==> src/rtl/sn74xx393_modctl_pkg.sv <==
// Shared sn74lib constants for the SN74XX393 modulo controller:
// counter width default and FSM state encodings.
package sn74xx393_modctl_pkg;

    localparam int SN74_WIDTH = 4;

    localparam logic [1:0] ST_IDLE  = 2'd0;
    localparam logic [1:0] ST_RUN   = 2'd1;
    localparam logic [1:0] ST_CLEAR = 2'd2;

endpackage

==> src/rtl/sn74xx_wrapcnt.sv <==
// Wrap tally: W-bit increment counter with async clear and a sticky
// overflow flag raised when the count rolls from all-ones back to zero.
module sn74xx_wrapcnt #(
    parameter int W = 8
) (
    input  logic         clk,
    input  logic         clr,
    input  logic         inc,
    output logic [W-1:0] count,
    output logic         ovf
);

    always_ff @(posedge clk or posedge clr) begin
        if (clr) begin
            count <= '0;
            ovf   <= 1'b0;
        end else if (inc) begin
            count <= count + W'(1);
            if (&count)
                ovf <= 1'b1;
        end
    end

endmodule

==> src/rtl/sn74xx393_modctl.sv <==
// Modulo controller for the SN74XX393: checks the count sequence, clears the
// counter at a programmable terminal count and tallies wraps.
module sn74xx393_modctl
    import sn74xx393_modctl_pkg::*;
#(
    parameter int WIDTH      = SN74_WIDTH,
    parameter int CLR_CYCLES = 2,
    parameter int WRAP_W     = 8
) (
    input  logic              clk,
    input  logic              clr,
    input  logic              en,
    input  logic [WIDTH-1:0]  modulo,
    input  logic [WIDTH-1:0]  cnt,
    output logic              cnt_clr,
    output logic              tc,
    output logic [WRAP_W-1:0] wraps,
    output logic              wrap_ovf,
    output logic              seq_err
);

    localparam logic [3:0] HOLD_INIT = 4'(CLR_CYCLES);

    logic [1:0]       state;
    logic [WIDTH-1:0] exp_q;
    logic [WIDTH-1:0] mod_q;
    logic [3:0]       hold;
    logic             step_ok;
    logic             tc_evt;
    logic             last_clr;

    // A hold or a single +1 step (modulo 2^WIDTH) is a legal sample.
    assign step_ok  = (cnt == exp_q) || (cnt == exp_q + WIDTH'(1));
    assign tc_evt   = (state == ST_RUN) && step_ok && (mod_q != '0) && (cnt == mod_q);
    assign last_clr = (state == ST_CLEAR) && (hold == 4'd1);

    always_ff @(posedge clk or posedge clr) begin
        if (clr) begin
            state   <= ST_IDLE;
            cnt_clr <= 1'b1;
            tc      <= 1'b0;
            seq_err <= 1'b0;
            exp_q   <= '0;
            mod_q   <= '0;
            hold    <= '0;
        end else begin
            tc <= tc_evt;
            case (state)
                ST_IDLE: begin
                    if (en) begin
                        state   <= ST_RUN;
                        mod_q   <= modulo;
                        exp_q   <= '0;
                        cnt_clr <= 1'b0;
                    end
                end
                ST_RUN: begin
                    // Always follow the counter; an illegal jump resyncs here.
                    exp_q <= cnt;
                    if (!step_ok)
                        seq_err <= 1'b1;
                    if (tc_evt) begin
                        state   <= ST_CLEAR;
                        cnt_clr <= 1'b1;
                        hold    <= HOLD_INIT;
                    end
                end
                ST_CLEAR: begin
                    hold <= hold - 4'd1;
                    if (last_clr) begin
                        state   <= ST_RUN;
                        exp_q   <= '0;
                        cnt_clr <= 1'b0;
                        if (cnt != '0)
                            seq_err <= 1'b1;
                    end
                end
                default: begin
                    state   <= ST_IDLE;
                    cnt_clr <= 1'b1;
                end
            endcase
            // Disable wins over any transition above, but tc/wraps still record it.
            if (!en && state != ST_IDLE) begin
                state   <= ST_IDLE;
                cnt_clr <= 1'b1;
            end
        end
    end

    sn74xx_wrapcnt #(.W(WRAP_W)) u_wrapcnt (
        .clk   (clk),
        .clr   (clr),
        .inc   (tc_evt),
        .count (wraps),
        .ovf   (wrap_ovf)
    );

endmodule

==> config.mk <==
export PLATFORM = sky130hd
export DESIGN_NAME = sn74xx393_modctl
export DESIGN_NICKNAME = d
export VERILOG_FILES = /design/src/rtl/sn74xx393_modctl_pkg.sv /design/src/rtl/sn74xx_wrapcnt.sv /design/src/rtl/sn74xx393_modctl.sv
export SDC_FILE = /design/constraint.sdc
export NUM_CORES = 1
export LEC_CHECK = 0
export BUFFER_PORTS_ARGS = -buffer_cell sky130_fd_sc_hd__buf_2
export CORE_MARGIN = 2
export CORE_UTILIZATION = 60
export CTS_BUF_LIST = sky130_fd_sc_hd__clkbuf_4 sky130_fd_sc_hd__clkbuf_8
export CTS_CLUSTER_SIZE = 40
export DETAILED_ROUTE_END_ITERATION = 6
export HOLD_SLACK_MARGIN = 0.1
export PLACE_DENSITY = 0.84
export SLEW_MARGIN = 20
export SYNTH_ARGS = -nofsm -noshare
export SYNTH_HDL_FRONTEND = slang
export SYNTH_SLANG_ARGS = --single-unit
==> constraint.sdc <==
create_clock -name clk -period 3.8 [get_ports clk]
set_input_delay 0.95 -clock clk [delete_from_list [all_inputs] [get_ports clk]]
set_output_delay 0.95 -clock clk [all_outputs]
set_load 0.01 [all_outputs]
==> results of run 1 <==
-- through the flow --
step | setup slack, ns | utilization, % | hold slack, ns | std cells | power [W]
after global placement | 1.11 | 69.9 | 0.460 | 187 | 0.000733
after CTS | 1.39 | 71.5 | 0.503 | 191 | 0.000897
final | 1.37 | 71.5 | 0.497 | 191 | 0.000890
after detailed placement | 1.04 | 69.9 | 0.464 | 187 | 0.000757
after floorplan | 1.45 | - | 0.495 | 140 | 0.000674
after global routing | 1.24 | 71.5 | 0.528 | 191 | 0.000968
-- routing by layer --
layer | global-route usage (%) | wire length [µm] | up-vias | part of all wire [%]
met5 | 0 | 0 | - | 0
met4 | 9.83 | 23 | 0 | 0.88
met3 | 3.43 | 87 | 2 | 3.3
met2 | 37.9 | 1280 | 24 | 49
met1 | 29.0 | 1210 | 545 | 47
li1 | - | - | 526 | -
-- sequential cells by signal (all words and copies together), names as in the netlist --
signal	cells
u_wrapcnt.count	8
u_wrapcnt.ovf	1
tc	1
hold	4
seq_err	1
exp_q	4
state	2
cnt_clr	1
mod_q	4
-- cell usage in the layout (no fill, tap or decap), drive strengths merged --
| master | synthesis | final |
|---|---|---|
| mux2 | 5 | 5 |
| a2bb2oi | 1 | 1 |
| nand2b | 1 | 1 |
| dfrtp | 25 | 25 |
| nand2 | 11 | 11 |
| nor2 | 11 | 11 |
| nor4 | 2 | 2 |
| a221oi | 1 | 1 |
| o41ai | 2 | 2 |
| or3 | 1 | 1 |
| a31o | 1 | 1 |
| xnor2 | 10 | 10 |
| a22oi | 1 | 1 |
| nor3 | 4 | 4 |
| a221o | 3 | 3 |
| dfstp | 1 | 1 |
| o21bai | 1 | 1 |
| and2 | 1 | 1 |
| buf | 1 | 23 |
| ha | 7 | 7 |
| a32oi | 1 | 1 |
| nor2b | 1 | 1 |
| inv | 13 | 12 |
| clkinv | 0 | 1 |
| xor2 | 7 | 7 |
| nor3b | 1 | 1 |
| a21boi | 1 | 1 |
| clkbuf | 3 | 4 |
| o21ai | 7 | 7 |
| a31oi | 1 | 1 |
| o2111ai | 1 | 1 |
| a22o | 1 | 1 |
| nand3 | 12 | 12 |
| and3 | 1 | 1 |
-- cell families after synthesis --
family	count (synthesis)	share of synthesized area, %
and+or+nand+nor	46	16.2
buffers and inverters	17	4.79
muxes	5	3.99
DFF	26	46.2
xor gates and xnor gates	17	10.5
AOI/OAI and AO/OA	22	12.1
adders and majority gates	7	6.21
-- power by group through the flow --
stage | clock network, W | logic, W | registers (W)
3_5_place_dp | 0 | 0.000344 | 0.000413
5_1_grt | 0.000155 | 0.000395 | 0.000418
2_1_floorplan | 0 | 0.000272 | 0.000403
6_report | 0.000139 | 0.000344 | 0.000406
4_1_cts | 0.000146 | 0.000345 | 0.000407
3_3_place_gp | 0 | 0.000324 | 0.000408
-- worst reg2reg max path, delay by kind of cell, from the launching register on --
kind,cells,cell delay (ns)
compound gates,3,0.70
simple gates,2,0.33
flops,1,0.44
fa+ha+maj,1,0.32
buf+inv,1,0.19
xor+xnor,1,0.19
-- layout make-up --
cell class                      count  area, µm²  share of cell area (%)
Tap cell                           28       35.0                    2.22
Sequential cell                    26        652                    41.2
Inverter                           13       48.8                    3.09
Clock buffer                        4       36.3                    2.29
Timing Repair Buffer               23        118                    7.44
Multi-Input combinational cell     97        692                    43.7
-- worst max path at each step --
stage,end,slack [ns],cells past startpoint
global route,hold[0],1.24,8
detailed placement,hold[3],1.04,8
CTS,hold[2],1.39,8
finish,hold[2],1.37,8
floorplan,hold[3],1.45,7
global placement,hold[3],1.11,8
==> flow_metrics.tcl, run 1 <==
set metrics [dict create \
    status "complete, no violations" \
    fin_area_mm2 0.00158 \
    yosys.cell_types.count 34 \
    hp-class "reg2reg" \
    reg2reg_depth 8 \
    drive_above_1_share_pct 22.1 \
    synth_edf_count 0 \
    antenna_found_initial 0 \
    dpl-instance-area_mm2 0.00155 \
    synth_area_mm2 0.00141 \
    critPathTopFamily "compound AO/OA/AOI/OAI gates" \
    wl_per_cell_um 13.6 \
    htreeDepth 1 \
    p_leak_nw 0.775 \
    power_frac_comb_pct 38.7 \
    avgSynthCellArea_um2 10.1 \
    critPathArrivalTime_ns 2.64 \
    grt_use_total_pct 22.7 \
    synthTopCellsByCount "dfrtp_1, inv_1, nand3_1, nand2_1, nor2_1" \
    slew_viol_final 0 \
    fin_crit_ns 2.43 \
    rows 17 \
    clk_pin_slew_ns 0.14 \
    grt_pass1_wl_mm 4.64 \
    port_buffers 22 \
    critical_path_required_ns 4.02 \
    vias_per_cell 5.74 \
    gr-total-overflow 0 \
    detail-route-antenna-nets 0 \
    maxCapViolations 0 \
    ir_worst_vdd_uv 420 \
    antenna_cells 0 \
    area_growth_pct 12.1 \
    fin_worst_skew_ns 0.00296 \
    vias 1097 \
    slew_headroom_pct 37.6 \
    cpPeakStageDelay_ns 0.40 \
    cts_root_buf "clkbuf_4" \
    core_area_mm2 0.00221 \
    worst_setup_path_start_kind "primary input" \
    cts_hold_buf 0 \
    report.final.setup_viol 0 \
    first_global_vias 1076 \
    start_util_pct 63.8 \
    p_sw_w 0.000332 \
    hold_path_depth 2 \
    synth_top_area_cell "dfrtp_1" \
    cts_setup_buffers 0 \
    clockPowerShare_pct 15.6 \
    end_kind "flip-flop" \
    internal_power_w 0.000558 \
    clockBufferDepth 2 \
    reg2reg_slack_ns 1.53 \
    place.gp.congestion 0.833 \
    insertion_delay_ns 0.31 \
    drc 0 \
    num-nets-final 182 \
    synth_most_common_cell "dfrtp_1" \
    hpwl_mm 1.95 \
    crit_chain "buf_2 -> xnor2_1 -> xor2_1 -> nor4_4 -> o21bai_1 -> buf_4 -> a21boi_0 -> a221o_1" \
    post-route-period-util_pct 63.9 \
    power-per-cell-area_mw_per_mm2 563 \
    synth_nets 158 \
    yosys_warnings 0 \
    firstDrtPassIters 4 \
    fmax_mhz 412 \
    ys.flop_type "dfrtp_1" \
    finalHoldViolCount 0 \
    setup-tns-final_ns 0 \
    r2r_start "exp_q[0]" \
    crit_start "cnt[3]" \
    cts_tree "built" \
    synth.area.top_cells "dfrtp_1, ha_1, xnor2_1" \
    fill_cells 167 \
    cts_resized 0 \
    io_pins 23 \
    r2r_end "hold[2]" \
    grt_max_degree 27 \
    syn_inst 140 \
    dieArea_mm2 0.00276 \
    hold_start "u_wrapcnt.ovf" \
    synth-seq-cells 26 \
    synth-seq-area-share_pct 46.2 \
    first_iter_violations 22 \
    hold_end "u_wrapcnt.ovf" \
    switching_share_pct 37.3 \
    async_flop_share_pct 100 \
    die_h_um 52.5 \
    die_w_um 52.5 \
    finalWirelength_mm 2.60 \
    seq_power_share_pct 45.7 \
    cts_buffers 3 \
    crit_slowest_cell "a221o_1" \
    critPathKind "in2reg" \
    worstPathMaxFanout 12 \
    grt_setup_unrepaired "no" \
    path_buf_inv 2 \
    cts.sinks 26 \
    netlist.area_leader.share_pct 44.3 \
    tightest_slew_ns 0.930 \
]
No activity file was read; power rests on OpenSTA's default activity.
==> run 2: changes to the inputs <==
- ABC_AREA: unset -> 1
- CORE_UTILIZATION: 60 -> 53
- PLACE_DENSITY: 0.84 -> 0.78
- clock period: 3.8 -> 2.1 ns (I/O delays scaled with it)
==> run 2 against run 1 <==
Clock power increased by 150%. Die area increased by 25%. Combinational power increased by 130%. Via count increased by 19%. Critical path type is now reg2reg. Power increased by 120%. Sequential cell count unchanged. Synthesized cell count increased by 44%. Hold slack got worse by 0.28 ns.
==> flow_metrics.tcl, run 2 <==
set metrics [dict create \
    vias_per_cell 5.09 \
    num-nets-final 244 \
    critical_path_required_ns 2.35 \
    ys.flop_type "dfrtp_1" \
    synth_area_mm2 0.00159 \
    vias 1303 \
    p_sw_w 0.000758 \
    gr-total-overflow 0 \
    p_leak_nw 0.913 \
    area_growth_pct 11.8 \
    insertion_delay_ns 0.32 \
    switching_share_pct 39.2 \
    maxCapViolations 0 \
    antenna_cells 0 \
    cts.sinks 26 \
    synth-seq-area-share_pct 41.1 \
    rows 19 \
    dieArea_mm2 0.00344 \
    largest_register "u_wrapcnt.count" \
    fin_area_mm2 0.00177 \
    drive_above_1_share_pct 21.8 \
    ir_worst_vdd_uv 617 \
    syn_inst 201 \
    netlist.area_leader.share_pct 39.5 \
    cpPeakStageDelay_ns 0.45 \
    worstPathMaxFanout 12 \
    setup-tns-final_ns 0 \
    drc 0 \
    crit_slowest_cell "dfrtp_1" \
    dpl-instance-area_mm2 0.00172 \
    critPathTopFamily "simple AND/OR/NAND/NOR gates" \
    clockPowerShare_pct 17.9 \
    cts_hold_buf 0 \
    firstDrtPassIters 4 \
    synth_nets 219 \
    cpMostUsedCell "nand2_1" \
    largest_reg_flops 8 \
    place.gp.congestion 0.904 \
    synthTopCellsByCount "nand2_1, inv_1, dfrtp_1, nand3_1, o21ai_0" \
    crit_chain "ha_1 -> inv_1 -> nand2_1 -> nand2_1 -> nor2_2 -> nand3_2 -> nand2_2 -> nand3_4 -> nand2_1 -> nand2_1 -> o21ai_0" \
    finalWirelength_mm 2.90 \
    worst_setup_path_start_kind "flip-flop" \
    critPathArrivalTime_ns 2.03 \
    antenna_found_initial 0 \
    clk_pin_slew_ns 0.14 \
    cts_setup_buffers 0 \
    tightest_slew_ns 0.509 \
    synth_edf_count 0 \
    synth.area.top_cells "dfrtp_1, nand2_1, inv_1" \
    wl_per_cell_um 11.3 \
    slew_viol_final 0 \
    power-per-cell-area_mw_per_mm2 1090 \
    synth_most_common_cell "nand2_1" \
    synth-seq-cells 26 \
    yosys_warnings 0 \
    path_buf_inv 1 \
    critPathKind "reg2reg" \
    synth_top_area_cell "dfrtp_1" \
    fmax_mhz 562 \
    fin_worst_skew_ns 0.00391 \
    io_pins 23 \
    grt_max_degree 27 \
    die_h_um 58.7 \
    core_area_mm2 0.00281 \
    power_frac_comb_pct 41.3 \
    cts_buffers 3 \
    end_kind "flip-flop" \
    async_flop_share_pct 100 \
    port_buffers 22 \
    avgSynthCellArea_um2 7.89 \
    start_util_pct 56.5 \
    detail-route-antenna-nets 0 \
    final_common_cell "nand2_1" \
    hp-class "in2async" \
    htreeDepth 1 \
    seq_power_share_pct 40.8 \
    die_w_um 58.7 \
    fin_crit_ns 1.78 \
    grt_use_total_pct 19.9 \
    internal_power_w 0.00117 \
    report.final.setup_viol 0 \
    first_iter_violations 20 \
    yosys.cell_types.count 29 \
    hpwl_mm 2.19 \
    grt_pass1_wl_mm 5.33 \
    final_cell_mix "nand2_1, inv_1, dfrtp_1" \
    grt_setup_unrepaired "no" \
    status "complete, no violations" \
    post-route-period-util_pct 84.8 \
    cts_tree "built" \
    cts_root_buf "clkbuf_4" \
    clockBufferDepth 2 \
    slew_headroom_pct 66.1 \
    first_global_vias 1232 \
    finalHoldViolCount 0 \
    cts_resized 0 \
]
-- run 2: changes by cell type in the layout (fill, tap and decap cells not counted), sizes merged, moves of 4 or more --
cell / delta
a21oi: +5
xnor2: -4
nand3: +10
inv: +20
o21ai: +5
nand2: +47
-- run 2: layout make-up --
cell class	instances	area, µm²
repair buffers	23	118
fillers	254	1030
clock inverters	1	30.0
flip-flops and latches	26	652
inverters	32	120
clock buffers	3	22.5
multi-input cells	140	791
well taps	31	38.8
-- run 2: final timing paths --
kind / slack (ns) / to / start / depth (start not counted)
setup / recovery: 0.32 / hold[3] / exp_q[0] / 11
hold / removal: 0.22 / mod_q[1] / clr / 3
setup reg to reg: 0.32 / hold[3] / exp_q[0] / 11
hold reg to reg: 0.48 / u_wrapcnt.ovf / u_wrapcnt.ovf / 2
max in group asynchronous: 1.58 / cnt_clr / clr / 3
min in group clk: 0.42 / mod_q[3] / modulo[3] / 2
-- run 2: cells by family after synthesis --
logic type | after synthesis | share of synthesized area [%]
simple gates | 100 | 29.7
buf+inv | 35 | 9.00
flops | 26 | 41.1
compound gates | 20 | 7.18
xor+xnor | 11 | 6.08
fa+ha+maj | 7 | 5.52
mux | 2 | 1.42
-- run 2: worst reg2reg max path, cell delays in order, from the launching register on --
cell and delay, ns:
dfrtp_1 0.45, ha_1 0.31, inv_1 0.04, nand2_1 0.04
nand2_1 0.06, nor2_2 0.09, nand3_2 0.08, nand2_2 0.10
nand3_4 0.16, nand2_1 0.24, nand2_1 0.07, o21ai_0 0.08
-- run 2: stage by stage --
step / total power [W] / setup WS, ns / utilization [%] / hold slack, ns / cells
after CTS: 0.00195 / 0.306 / 63.2 / 0.229 / 256
after detailed placement: 0.00160 / 0.316 / 61.3 / 0.450 / 252
after global routing: 0.00211 / 0.123 / 63.2 / 0.236 / 256
after floorplan: 0.00141 / 0.573 / - / 0.492 / 201
after global placement: 0.00157 / 0.358 / 61.3 / 0.447 / 252
final: 0.00193 / 0.319 / 63.2 / 0.221 / 256
-- run 2: layer usage --
layer / global-route usage, % / share of wire (%)
met5: 0 / 0
met4: 7.79 / 1.4
met3: 1.98 / 3.4
met2: 30.3 / 45
met1: 29.6 / 50
-- run 2: power groups by stage --
stage | logic (W) | registers (W) | clock network, W
after CTS | 0.000805 | 0.000789 | 0.000353
after floorplan | 0.000616 | 0.000790 | 0
final | 0.000798 | 0.000788 | 0.000345
after global routing | 0.000922 | 0.000810 | 0.000382
after detailed placement | 0.000803 | 0.000798 | 0
after global placement | 0.000778 | 0.000794 | 0
==> run 3: changes to the inputs <==
- clock period: 2.1 -> 1.5 ns (I/O delays scaled with it)
==> run 3 against run 2 <==
The flow now finishes with violations (setup timing). Non-clock buffer count is 15 higher. Register-to-register slack got worse by 0.42 ns. Hold slack better by 0.046 ns. Critical path type unchanged. Critical endpoint is now u_wrapcnt.ovf. Largest cell class unchanged.
==> flow_metrics.tcl, run 3 (synthesis results as in run 2) <==
set metrics [dict create \
    clockBufferDepth 2 \
    maxCapViolations 0 \
    worst_setup_path_start_kind "flip-flop" \
    cts_root_buf "clkbuf_4" \
    slew_headroom_pct 77.8 \
    gr-total-overflow 0 \
    cpMostUsedCell "nand2_1" \
    dpl-instance-area_mm2 0.00180 \
    antenna_found_initial 0 \
    violations "setup timing" \
    crit_slowest_cell "dfrtp_1" \
    cts_buffers 3 \
    slew_viol_final 0 \
    cts_tree "built" \
    drive_above_1_share_pct 29.9 \
    worstPathMaxFanout 8 \
    cts.sinks 26 \
    firstDrtPassIters 4 \
    power-per-cell-area_mw_per_mm2 1420 \
    fin_area_mm2 0.00194 \
    first_global_vias 1214 \
    grt_max_degree 27 \
    crit_chain "ha_4 -> inv_2 -> nand2_1 -> nand2_1 -> nor2_2 -> nand3_2 -> nand2_2 -> nand3_4 -> buf_8 -> nor2_4 -> nand3_2 -> nand2_1" \
    hpwl_mm 2.24 \
    grt_pass1_wl_mm 5.20 \
    antenna_cells 0 \
    dieArea_mm2 0.00344 \
    start_util_pct 56.5 \
    grt_use_total_pct 19.9 \
    critPathTopFamily "simple AND/OR/NAND/NOR gates" \
    vias 1362 \
    largest_reg_flops 8 \
    path_buf_inv 2 \
    clk_pin_slew_ns 0.14 \
    fin_worst_skew_ns 0.00279 \
    ir_worst_vdd_uv 840 \
    fmax_mhz 626 \
    final_common_cell "nand2_1" \
    setup_slack_ns -0.0987 \
    p_leak_nw 0.996 \
    status "finished with violations" \
    insertion_delay_ns 0.33 \
    fin_crit_ns 1.60 \
    report.final.setup_viol 16 \
    tightest_slew_ns 0.333 \
    critPathKind "reg2reg" \
    core_area_mm2 0.00281 \
    finalWirelength_mm 3.09 \
    wl_per_cell_um 11.3 \
    num-nets-final 260 \
    io_pins 23 \
    cpPeakStageDelay_ns 0.43 \
    detail-route-antenna-nets 0 \
    vias_per_cell 5.01 \
    drc 0 \
    area_growth_pct 22.5 \
    port_buffers 22 \
    place.gp.congestion 0.848 \
    largest_register "u_wrapcnt.count" \
    die_h_um 58.7 \
    htreeDepth 1 \
    finalHoldViolCount 0 \
    rows 19 \
    die_w_um 58.7 \
    fin_util_pct 69.2 \
    first_iter_violations 42 \
    final_cell_mix "nand2_1, inv_1, dfrtp_1" \
    grt_setup_unrepaired "yes" \
    end_kind "flip-flop" \
    hp-class "in2reg" \
    critical_path_required_ns 1.79 \
    post-route-period-util_pct 107 \
    critPathArrivalTime_ns 1.89 \
]
## run 3: cell types whose count changed in the layout (fill, tap and decap cells not counted), moves of 2 or more
cell / previous run / this run
nand2_1: 53 / 48
buf_4: 1 / 13
nand2_2: 5 / 10
ha_1: 7 / 5
## run 3: metrics by stage
| stage | setup TNS (ns) | total power (W) | hold slack (ns) | std cells | worst slack (ns) |
|---|---|---|---|---|---|
| 2_1_floorplan | -0.0461 | 0.00197 | 0.414 | 201 | -0.0269 |
| 3_3_place_gp | -0.670 | 0.00231 | 0.444 | 263 | -0.0808 |
| 3_5_place_dp | -1.00 | 0.00233 | 0.448 | 263 | -0.105 |
| 4_1_cts | -1.07 | 0.00271 | 0.260 | 271 | -0.102 |
| 5_1_grt | -3.16 | 0.00300 | 0.257 | 272 | -0.238 |
| 6_report | -1.01 | 0.00275 | 0.267 | 272 | -0.0987 |
## run 3: path summary, 6_finish.rpt
| path | start | endpoint | slack [ns] | cells after the start |
|---|---|---|---|---|
| setup / recovery | exp_q[0] | u_wrapcnt.ovf | -0.1 | 12 |
| hold / removal | modulo[2] | mod_q[2] | 0.27 | 2 |
| setup reg to reg | exp_q[0] | u_wrapcnt.ovf | -0.1 | 12 |
| hold reg to reg | u_wrapcnt.ovf | u_wrapcnt.ovf | 0.50 | 2 |
| max in group asynchronous | clr | cnt_clr | 0.59 | 4 |
| min in group asynchronous | clr | mod_q[2] | 0.61 | 4 |
## run 3: what timing repair did
action                                 in CTS  in global routing
cloned                                      1                  0
hold buffers                                1                  0
endpoints found under the hold margin      25                  0
setup endpoints to repair                  16                 24
setup buffers                               2                  1
pin swaps                                   2                  3
gates resized for setup                     8                  9
## run 3: report_power, final
group	internal, W	switching, W
Combinational	0.000580	0.000716
Clock	0.000149	0.000220
Sequential	0.000924	0.000164
## run 3: layout make-up
type	count	area (µm²)
Fill cell	238	863
Multi-Input combinational cell	140	818
Sequential cell	26	652
Timing Repair Buffer	38	253
Inverter	32	128
Tap cell	31	38.8
Clock buffer	4	36.3
Timing Repair inverter	1	16.3
## run 3: metal layers
layer,GRT usage [%],routed length [µm],vias up
met4,10.7,80,0
met2,30.0,1420,23
met1,27.9,1500,618
met3,2.86,85,7
li1,-,-,714
met5,0,0,-
